$ cat src/rtl/svc_rv_pkg.sv
// Shared register-file geometry for the svc RV core.
package svc_rv_pkg;

  localparam int REG_ADDR_W = 5;
  localparam int NUM_REGS   = 32;

  typedef logic [REG_ADDR_W-1:0] reg_addr_t;

  // x0 is hard-wired zero: never written, never pending
  function automatic logic is_x0(reg_addr_t a);
    return (a == '0);
  endfunction

endpackage

$ cat src/rtl/svc_rv_scoreboard.sv
// Pending-load scoreboard: one busy bit per architectural register.
// Set and clear on the same address in the same cycle leaves the bit set,
// since the newer load is still outstanding. x0 is never busy.
module svc_rv_scoreboard
  import svc_rv_pkg::*;
(
  input  logic      clk,
  input  logic      rst_n,
  input  logic      set_en,
  input  reg_addr_t set_addr,
  input  logic      clr_en,
  input  reg_addr_t clr_addr,
  input  reg_addr_t rs1_addr,
  input  reg_addr_t rs2_addr,
  output logic      rs1_busy,
  output logic      rs2_busy
);

  localparam logic [NUM_REGS-1:0] X0_MASK = {{(NUM_REGS-1){1'b1}}, 1'b0};

  logic [NUM_REGS-1:0] busy;
  logic [NUM_REGS-1:0] set_vec;
  logic [NUM_REGS-1:0] clr_vec;

  // One-hot decode of the set and clear requests
  always_comb begin
    set_vec = '0;
    clr_vec = '0;
    if (set_en) set_vec[set_addr] = 1'b1;
    if (clr_en) clr_vec[clr_addr] = 1'b1;
  end

  // Busy vector update: clear first, then set, so set wins
  always_ff @(posedge clk or negedge rst_n) begin
    if (!rst_n) busy <= '0;
    else        busy <= ((busy & ~clr_vec) | set_vec) & X0_MASK;
  end

  // Queries see pre-update state; no bypass of this cycle's set/clear
  assign rs1_busy = busy[rs1_addr];
  assign rs2_busy = busy[rs2_addr];

endmodule

$ cat src/rtl/svc_rv_wb.sv
// Writeback sequencer for the svc RV register file.
// Arbitrates EX results against a one-entry late-load hold, registers the
// winner onto the regfile write port, and owns the pending-load scoreboard.
// Optional macro SVC_RV_WB_STARVE_EN: when defined, a starvation counter
// raises ex_stall so a blocked load eventually drains; otherwise ex_stall=0.
module svc_rv_wb
  import svc_rv_pkg::*;
#(
  parameter int XLEN       = 32,
  parameter int STARVE_MAX = 4
) (
  input  logic            clk,
  input  logic            rst_n,
  input  logic            ex_valid,
  input  reg_addr_t       ex_rd_addr,
  input  logic [XLEN-1:0] ex_rd_data,
  output logic            ex_stall,
  input  logic            ld_issue,
  input  reg_addr_t       ld_issue_addr,
  input  logic            ld_valid,
  output logic            ld_ready,
  input  reg_addr_t       ld_rd_addr,
  input  logic [XLEN-1:0] ld_data,
  input  reg_addr_t       rs1_addr,
  input  reg_addr_t       rs2_addr,
  output logic            rs1_busy,
  output logic            rs2_busy,
  output logic            rd_en,
  output reg_addr_t       rd_addr,
  output logic [XLEN-1:0] rd_data
);

  logic            hold_full;
  reg_addr_t       hold_addr;
  logic [XLEN-1:0] hold_data;
  logic            ex_req;
  logic            drain;
  logic            ld_fire;

  // EX to x0 is a no-op; EX during a stall is a protocol violation and ignored
  assign ex_req   = ex_valid && !is_x0(ex_rd_addr) && !ex_stall;
  // Hold wins when forced by the stall, otherwise only when EX is idle
  assign drain    = hold_full && (ex_stall || !ex_req);
  // Drain and refill can overlap in one cycle
  assign ld_ready = !hold_full || drain;
  assign ld_fire  = ld_valid && ld_ready;

  // Load hold register; loads to x0 are accepted and dropped
  always_ff @(posedge clk or negedge rst_n) begin
    if (!rst_n) begin
      hold_full <= 1'b0;
      hold_addr <= '0;
      hold_data <= '0;
    end else if (ld_fire && !is_x0(ld_rd_addr)) begin
      hold_full <= 1'b1;
      hold_addr <= ld_rd_addr;
      hold_data <= ld_data;
    end else if (drain) begin
      hold_full <= 1'b0;
    end
  end

  // Regfile write port; addr/data keep their value on idle cycles
  always_ff @(posedge clk or negedge rst_n) begin
    if (!rst_n) begin
      rd_en   <= 1'b0;
      rd_addr <= '0;
      rd_data <= '0;
    end else if (ex_req) begin
      rd_en   <= 1'b1;
      rd_addr <= ex_rd_addr;
      rd_data <= ex_rd_data;
    end else if (drain) begin
      rd_en   <= 1'b1;
      rd_addr <= hold_addr;
      rd_data <= hold_data;
    end else begin
      rd_en   <= 1'b0;
    end
  end

  svc_rv_scoreboard u_sb (
    .clk      (clk),
    .rst_n    (rst_n),
    .set_en   (ld_issue && !is_x0(ld_issue_addr)),
    .set_addr (ld_issue_addr),
    .clr_en   (drain),
    .clr_addr (hold_addr),
    .rs1_addr (rs1_addr),
    .rs2_addr (rs2_addr),
    .rs1_busy (rs1_busy),
    .rs2_busy (rs2_busy)
  );

`ifdef SVC_RV_WB_STARVE_EN
  localparam int CW = $clog2(STARVE_MAX + 1);

  logic [CW-1:0] starve_cnt;
  logic [CW-1:0] starve_nxt;
  logic          stall_q;

  // Blocked-cycle count, saturating at the threshold
  always_comb begin
    starve_nxt = starve_cnt;
    if (drain)
      starve_nxt = '0;
    else if (hold_full && starve_cnt != CW'(STARVE_MAX))
      starve_nxt = starve_cnt + 1'b1;
  end

  // Stall raises once the count hits the threshold and drops after the drain
  always_ff @(posedge clk or negedge rst_n) begin
    if (!rst_n) begin
      starve_cnt <= '0;
      stall_q    <= 1'b0;
    end else begin
      starve_cnt <= starve_nxt;
      if (drain)                              stall_q <= 1'b0;
      else if (starve_nxt == CW'(STARVE_MAX)) stall_q <= 1'b1;
    end
  end

  assign ex_stall = stall_q;
`else
  // Upstream guarantees bubbles in this build
  localparam int starve_max_unused = STARVE_MAX;
  assign ex_stall = 1'b0;
`endif

endmodule

$ cat config.mk
export PLATFORM = sky130hd
export DESIGN_NAME = svc_rv_wb
export DESIGN_NICKNAME = d
export VERILOG_FILES = /design/src/rtl/svc_rv_pkg.sv /design/src/rtl/svc_rv_scoreboard.sv /design/src/rtl/svc_rv_wb.sv
export SDC_FILE = /design/constraint.sdc
export NUM_CORES = 1
export LEC_CHECK = 0
export CORE_MARGIN = 8
export CORE_UTILIZATION = 45
export CTS_CLUSTER_DIAMETER = 120
export DETAILED_ROUTE_END_ITERATION = 6
export PLACE_DENSITY = 0.75
export SLEW_MARGIN = 20
export SYNTH_ARGS = -nofsm -noshare
export SYNTH_HDL_FRONTEND = slang
export SYNTH_SLANG_ARGS = --single-unit
$ cat constraint.sdc
create_clock -name clk -period 5.1 [get_ports clk]
set_input_delay 1.02 -clock clk [delete_from_list [all_inputs] [get_ports clk]]
set_output_delay 1.02 -clock clk [all_outputs]
set_load 0.02 [all_outputs]
# Word level (Yosys, flattened, before mapping)
# Cells that the tools add are included.
classes:
  addsub: 0
  bitwise: 3
  div: 0
  n_lt_le_gt_ge: 6
  reduce_logical: 18
  shift: 0
  mul: 0
  eq_ne: 0
  muxes: 18
op_table:
  columns: ["op", "n"]
  rows:
  - ["two-way mux 32 bit", 4]
  - ["AND 32 bit", 1]
  - ["NOT 32 bit", 1]
  - ["bitwise OR 32 bit", 1]
  - ["< comparator 5 x 6 -> 1 bit, second input constant", 4]
  - ["logical NOT 5 bit", 3]
  - ["binary-select mux 1 bit (select 5 bit)", 2]
  - ["demux 1 bit (select 5 bit)", 2]
  - ["greater-or-equal comparator 5 x 1 -> 1 bit, second input constant", 2]
  - ["two-way mux 5 bit", 2]
  - ["two-way mux 1 bit", 8]
  - ["logical AND 1 bit", 7]
  - ["logical NOT 1 bit", 5]
  - ["nonzero test 2 bit", 2]
  - ["logical OR 1 bit", 1]
totals:
  memories: 0
  latchBits: 0
  elab_cells: 52
  output_inout_bits: 42
  ramBits: 0
  rom_bits: 0
  reg_bits: 107

# Logic depth before layout (Yosys ltp)
# Gate-level depths: netlist of the first run.
depth:
  depth_word: 9
  depth_mapped: 6
  depth_no_buf: 4

# Cells and area by module
# A second synthesis of the first run with hierarchy kept.
unflattened:
  cells_unflattened: 447
  hier_area_um2: 5182.5
by_module_without_submodules:
  columns: ["module", "area_each_um2", "seq_area_each_um2", "cells_each", "n_inst"]
  rows:
  - ["svc_rv_wb", 3340.7, 1901.8, 254, 1]
  - ["svc_rv_scoreboard", 1841.8, 775.7, 193, 1]

# Least setup slack after synthesis of the first run
# OpenSTA, ideal clock, no wires.
synth_timing:
  path_type: "input to output"
  startpoint: "in rs1_addr[0]"
  endpoint: "out rs1_busy"
  arrival_ns: 2.305
  path_buffers: 1
  cell_stages: 5
  t_required_ns: 4.080
  setup_slack_ns: 1.775
  path_cell_list: "clkbuf_1 -> mux4_2 -> nand2b_1 -> o211ai_1 -> nand4_1"
synth_via:
  elab_chain_len: 2
synth_lines:
  columns: ["item", "line_no", "text"]
  rows:
  - ["start: declaration", "svc_rv_wb.sv:24", "input reg_addr_t rs1_addr,"]
  - ["binary-select mux 1 bit (select 5 bit)", "svc_rv_scoreboard.sv:40", "assign rs1_busy = busy[rs1_addr];"]
  - ["two-way mux 1 bit (not written as such)", "svc_rv_scoreboard.sv:40", null]
  - ["end: declaration", "svc_rv_wb.sv:26", "output logic rs1_busy,"]
# No other way between the ends. The select of a mux whose other input is x is not followed.

# Final worst setup path of the first run
# Ends and elaborated chain as after synthesis.

==> flow_summary_export.csv, run 1 <==
group,metric,value,unit
clock_tree,tritoncts,"done",
grt,grt_antenna_before_repair,0,
logic_synthesis,yosysTopAreaCell,"dfrtp_1",
sta,final.setup_skew,5.67,ps
drt,drt_iter0_markers,297,
layout,layout-area-overhead-vs-synth,32.5,%
clock_tree,h_tree_levels,3,
logic_synthesis,postSynthRegisterBits,107,
drt,routedWlPerCell,20.0,um
logic_synthesis,synth-edff-count,0,
power_and_ir_drop,total_power,2.53,mW
sta,fin_hold_ws,495,ps
logic_synthesis,seq_area_frac_synth,0.513,
drt,first_pass_iters,5,
sta,report.final.setup_viol,0,
clock_tree,clk_transition_reported_paths,70,ps
min_path,hp-class,"reg -> reg",
setup_path,crit_type,"in -> out",
logic_synthesis,synthesis.nets,558,
grt,maximum_number_of_pins_on_one_net_before_global_route_repair,78,
setup_path,timing.critical_path.cells,"clkdlybuf4s50_1 > mux4_2 > nand2b_1 > o211ai_1 > nand4_1 > clkdlybuf4s50_1",
logic_synthesis,ys.flop_type,"dfrtp_1",
clock_tree,worst_skew_pair.late_latency,340,ps
sta,finalMaxSlewViolations,0,
logic_synthesis,post_synth_instance_area,5220,sq um
sta,max_clock_freq,236,MHz
sta,hold_viol,0,
run_status,result_of_the_run,"complete, no violations",
die,ioPinCount,136,
sta,period_needed,4240,ps
drt,dr_total_vias,4209,
sta,setup_repair_after_global_routing_missed_its_margin,"false",
logic_synthesis,cells_after_synthesis,464,
clock_tree,cts_setup_buffers,0,
placement,dp_hpwl,10600,um
setup_path,cp.arrival,3220,ps
setup_path,critPathCaptureType,"output port",
logic_synthesis,synth_top_area_cells,"dfrtp_1 51%, mux2i_1 10%, mux2_2 6.5%, o21ai_0 4.4%, o2bb2ai_1 3.9%",
layout,most-common-layout-cells,"133 x clkdlybuf4s50_1, 106 x dfrtp_1, 54 x mux2i_1",
clock_tree,cts_hold_buffers,0,
clock_tree,cts-resized-gates,0,
logic_synthesis,synth_area_per_cell,11.3,sq um
logic_synthesis,async_flop_share,1.00,
layout,diodes,0,
setup_path,slowest_delay,680,ps
grt,grt_pass1_wl,23100,um
clock_tree,cts.sinks,107,
die,floorplan.die.height,124,um
sta,maxSlewHeadroom,0.399,
power_and_ir_drop,static_power_due_to_leakage,2.88,nW
drt,ant_nets,0,
die,fp.dieW,124,um
drt,routed_wl,14500,um
layout,layout_commonest_cell,"clkdlybuf4s50_1",
grt,grt_overflow,0,
drt,vias_per_cell,5.81,
logic_synthesis,yosys_warnings,0,
sta,fin_crit_sh,0.831,
layout,drive_above_1_share,0.105,
power_and_ir_drop,ir_worst_vdd,0.000220,V
setup_path,crit_path_start_kind,"primary input",
sta,worst_slew_pin_slew,901,ps
placement,port-buffer-count,134,
logic_synthesis,synth_cell_type_count,37,
grt,first_global_vias,4346,
setup_path,crit_top_cell,"clkdlybuf4s50_1",
clock_tree,deepest_clock_path_buffer_count,2,
setup_path,timing.critical_path.required,4080,ps
clock_tree,cts_buffers,9,
drt,drc,0,
sta,finalSetupTns,0,ps
grt,global_routing_usage_summed_across_all_routing_layers,0.193,
setup_path,worst_path_max_delay_cell,"clkdlybuf4s50_1",
die,row_count,39,
flow_run,cap_violations,0,
placement,finalWeightedCongestion,0.936,
die,die_area,15300,sq um
setup_path,critPathBufInv,2,
layout,finish.net_count,671,
clock_tree,clock-root-buffer,"clkbuf_16",
setup_path,cpLargestDelayFamily,"buffers and inverters",
die,core_area,11400,sq um
logic_synthesis,synth_top_cell_area_share,0.513,
power_and_ir_drop,power_dens_cells,366,nW/um^2
layout,fill_cells,942,
setup_path,crit_fanout,7,
die,initial_core_util,0.459,
## sequential cells by signal, summed over array words and instances, names as in the netlist
signal and cells:
hold_data 32, hold_full 1, rd_en 1, rd_addr 5, u_sb.busy 31, hold_addr 5
rd_data 32
## through the flow
step	utilization	worst slack, ps	std cells	area (sq um)
final	0.609	862	724	6920
after global routing	0.609	764	724	6920
after CTS	0.609	857	724	6920
after detailed placement	0.581	863	709	6610
after global placement	0.581	910	709	6610
after floorplan	-	1770	464	5220
## worst register-to-register path, delay by kind of cell, from the launching register on
family / cells / cell delay (ps)
buffers and inverters: 2 / 850
AOI/OAI and AO/OA: 1 / 450
muxes: 1 / 420
DFF: 1 / 400
## report_power, final
group	switching (mW)	internal, mW	total (mW)	leakage [nW]
clock	0.291	0.432	0.723	0.155
sequential	0.145	1.02	1.17	1.27
combinational	0.293	0.348	0.641	1.45
## metal layers
layer  global-route usage  share of wire  vias to the layer above
li1                     -              -                     1935
met2                0.301           0.47                      182
met5                    0              0                        -
met4               0.0647          0.011                        0
met3               0.0843           0.12                       15
met1                0.236           0.40                     2077
## path summary, 6_finish.rpt
kind | from | endpoint | slack (ps) | cells past startpoint
worst max-delay path | rs1_addr[0] | rs1_busy | 860 | 6
worst min-delay path | hold_data[18] | hold_data[18] | 490 | 1
worst max register to register | hold_full | hold_data[9] | 2870 | 4
worst min register to register | hold_data[18] | hold_data[18] | 490 | 1
max in group asynchronous | rst_n | u_sb.busy[28] | 3280 | 2
min in group asynchronous | rst_n | rd_data[3] | 800 | 1
## cell families (layout without fill, tap and decap cells)
group	count (synthesis)	count (layout)	share of synthesized area
compound gates	99	99	0.128
other cells	1	1	0.000718
mux	96	96	0.207
flops	107	107	0.513
simple gates	121	121	0.117
buf+inv	40	157	0.0345
## cell usage after synthesis, drive strengths merged (9+ instances only)
master and number:
dfrtp 107, mux2i 54, o21ai 48, nand2 46
mux2 36, nand4 26, clkbuf 25, o2bb2ai 23
nand3 13, buf 11, nand2b 10, nor2b 9
## layout make-up
cell class	count	area, sq um	share of cell area
Clock inverter	1	30.0	0.00434
Sequential cell	107	2680	0.387
Timing Repair Buffer	138	1370	0.198
Clock buffer	14	284	0.0410
Tap cell	143	179	0.0259
Multi-Input combinational cell	317	2360	0.342
Inverter	4	15.0	0.00217
No activity file was read; power rests on OpenSTA's default activity.
==> run 2, diff against run 1 <==
Clock period 5.1 ns to 3.91 ns, I/O delays scaled along.
==> run 2 against run 1 <==
Clock skew is 1.7 ps higher. Critical path depth stayed put. Power increased by 30%. Die area did not move. Non-clock buffer count rose by 4. Via count down 0.43%. Clock power is 27% higher. Sequential share of layout area decreased by 0.084 points. Cell count rose by 0.69%. Utilization up 0.13 points. Register-to-register slack worse by 1500 ps. Count of clock-buffer cells in the layout is 5 lower.
==> flow_summary_export.csv, run 2 (synthesis results as in run 1) <==
group,metric,value,unit
run_status,result_of_the_run,"complete, no violations",
grt,grt_overflow,0,
setup_path,crit_path_start_kind,"primary input",
sta,setup_repair_after_global_routing_missed_its_margin,"false",
die,floorplan.die.height,124,um
power_and_ir_drop,total_power,3.28,mW
setup_path,worst_path_max_delay_cell,"clkdlybuf4s50_1",
setup_path,timing.critical_path.cells,"clkdlybuf4s50_1 > mux4_2 > nand2b_1 > o211ai_1 > nand4_1 > clkdlybuf4s50_1",
setup_path,critical_path_depth,6,
clock_tree,cts.sinks,107,
min_path,hp-class,"reg -> reg",
drt,vias_per_cell,5.75,
die,row_count,39,
layout,reg_top3,"hold_data x32, rd_data x32, u_sb.busy x31",
sta,final.setup_skew,7.42,ps
power_and_ir_drop,pwr-share-comb,0.255,
die,core_area,11400,sq um
grt,maximum_number_of_pins_on_one_net_before_global_route_repair,78,
grt,grt_antenna_before_repair,0,
drt,routedWlPerCell,20.0,um
clock_tree,h_tree_levels,3,
power_and_ir_drop,ir_worst_vdd,0.000300,V
layout,seqCellArea,2680,sq um
drt,drc,0,
drt,dr_total_vias,4191,
setup_path,r2r_cell_count,4,
die,die_area,15300,sq um
min_path,hold_path_depth,1,
sta,worst_slew_pin_slew,800,ps
clock_tree,cts-resized-gates,0,
layout,drive_above_1_share,0.114,
layout,diodes,0,
setup_path,crit_type,"in -> out",
sta,fin_hold_ws,490,ps
power_and_ir_drop,part_of_the_power_in_the_clock_network,0.279,
die,ioPinCount,136,
flow_run,cap_violations,0,
sta,maxSlewHeadroom,0.467,
clock_tree,cts_setup_buffers,0,
clock_tree,clk_transition_reported_paths,60,ps
placement,dp_hpwl,10800,um
clock_tree,tritoncts,"done",
setup_path,crit_fanout,7,
power_and_ir_drop,power_dens_cells,473,nW/um^2
drt,ant_nets,0,
setup_path,critPathCaptureType,"output port",
setup_path,cp.arrival,2920,ps
setup_path,slowest_delay,680,ps
layout,fill_cells,942,
layout,multi_input_comb_area,2360,sq um
grt,first_global_vias,4415,
sta,max_clock_freq,270,MHz
layout,most-common-layout-cells,"133 x clkdlybuf4s50_1, 106 x dfrtp_1, 54 x mux2i_1",
sta,report.final.setup_viol,0,
drt,drt_iter0_markers,254,
layout,fin_util,0.610,
clock_tree,deepest_clock_path_buffer_count,2,
sta,fin_crit_sh,0.946,
sta,finalMaxSlewViolations,0,
clock_tree,cts_buffers,9,
die,fp.dieW,124,um
layout,layout_commonest_cell,"clkdlybuf4s50_1",
placement,finalWeightedCongestion,0.931,
setup_path,cpLargestDelayFamily,"buffers and inverters",
placement,port-buffer-count,134,
power_and_ir_drop,cellInternalPower,2.29,mW
power_and_ir_drop,netSwitchingPower,0.995,mW
clock_tree,worst_skew_pair.late_latency,350,ps
grt,global_routing_usage_summed_across_all_routing_layers,0.199,
sta,hold_viol,0,
sta,finalSetupTns,0,ps
layout,finish.net_count,675,
drt,first_pass_iters,4,
setup_path,critPathBufInv,2,
die,initial_core_util,0.459,
power_and_ir_drop,power.switching_fraction,0.303,
clock_tree,clock-root-buffer,"clkbuf_16",
setup_path,timing.critical_path.required,3130,ps
sta,period_needed,3700,ps
layout,layout-area-overhead-vs-synth,32.8,%
power_and_ir_drop,seq_power_share,0.466,
power_and_ir_drop,static_power_due_to_leakage,2.89,nW
clock_tree,cts_hold_buffers,0,
setup_path,crit_top_cell,"clkdlybuf4s50_1",
grt,grt_pass1_wl,23500,um
drt,routed_wl,14600,um
-- run 2: changes by cell type in the layout (fill, tap and decap cells not counted) --
cell / change
buf_4: +4
inv_6: +3
clkinv_2: +2
clkbuf_1: -1
clkbuf_8: -4
clkinvlp_4: +1
-- run 2: stage by stage --
stage | std cells | area (sq um) | setup slack, ps
6_report | 729 | 6930 | 213
4_1_cts | 729 | 6930 | 184
3_3_place_gp | 713 | 6640 | 218
3_5_place_dp | 713 | 6640 | 190
2_1_floorplan | 464 | 5220 | 1060
5_1_grt | 729 | 6930 | 73.7
-- run 2: routing by layer --
metal / vias to the layer above / GRT usage / share of wire
met2: 165 / 0.302 / 0.46
met5: - / 0 / 0
met3: 20 / 0.0920 / 0.12
met1: 2062 / 0.240 / 0.41
li1: 1944 / - / -
met4: 0 / 0.0813 / 0.018
-- run 2: final timing paths --
check | startpoint | end | slack, ps
max reg2reg | hold_full | u_sb.busy[24] | 1410
min | hold_data[28] | hold_data[28] | 490
min in group asynchronous | rst_n | hold_data[27] | 520
max in group asynchronous | rst_n | hold_data[4] | 2590
max | rs2_addr[0] | rs2_busy | 210
min reg2reg | hold_data[28] | hold_data[28] | 490
-- run 2: cell type report --
cell class	count	share of cell area
sequential	107	0.386
multi-input combinational	317	0.341
timing repair buffer	142	0.202
clock buffer	9	0.0325
tap	143	0.0258
clock inverter	7	0.0106
inverter	4	0.00217
-- run 2: power by group through the flow --
| stage | clock network, mW | logic (mW) | registers [mW] |
|---|---|---|---|
| after floorplan | 0 | 0.465 | 1.52 |
| after global placement | 0 | 0.818 | 1.53 |
| after detailed placement | 0 | 0.837 | 1.54 |
| after CTS | 0.937 | 0.843 | 1.52 |
| after global routing | 0.975 | 0.910 | 1.56 |
| final | 0.916 | 0.836 | 1.53 |
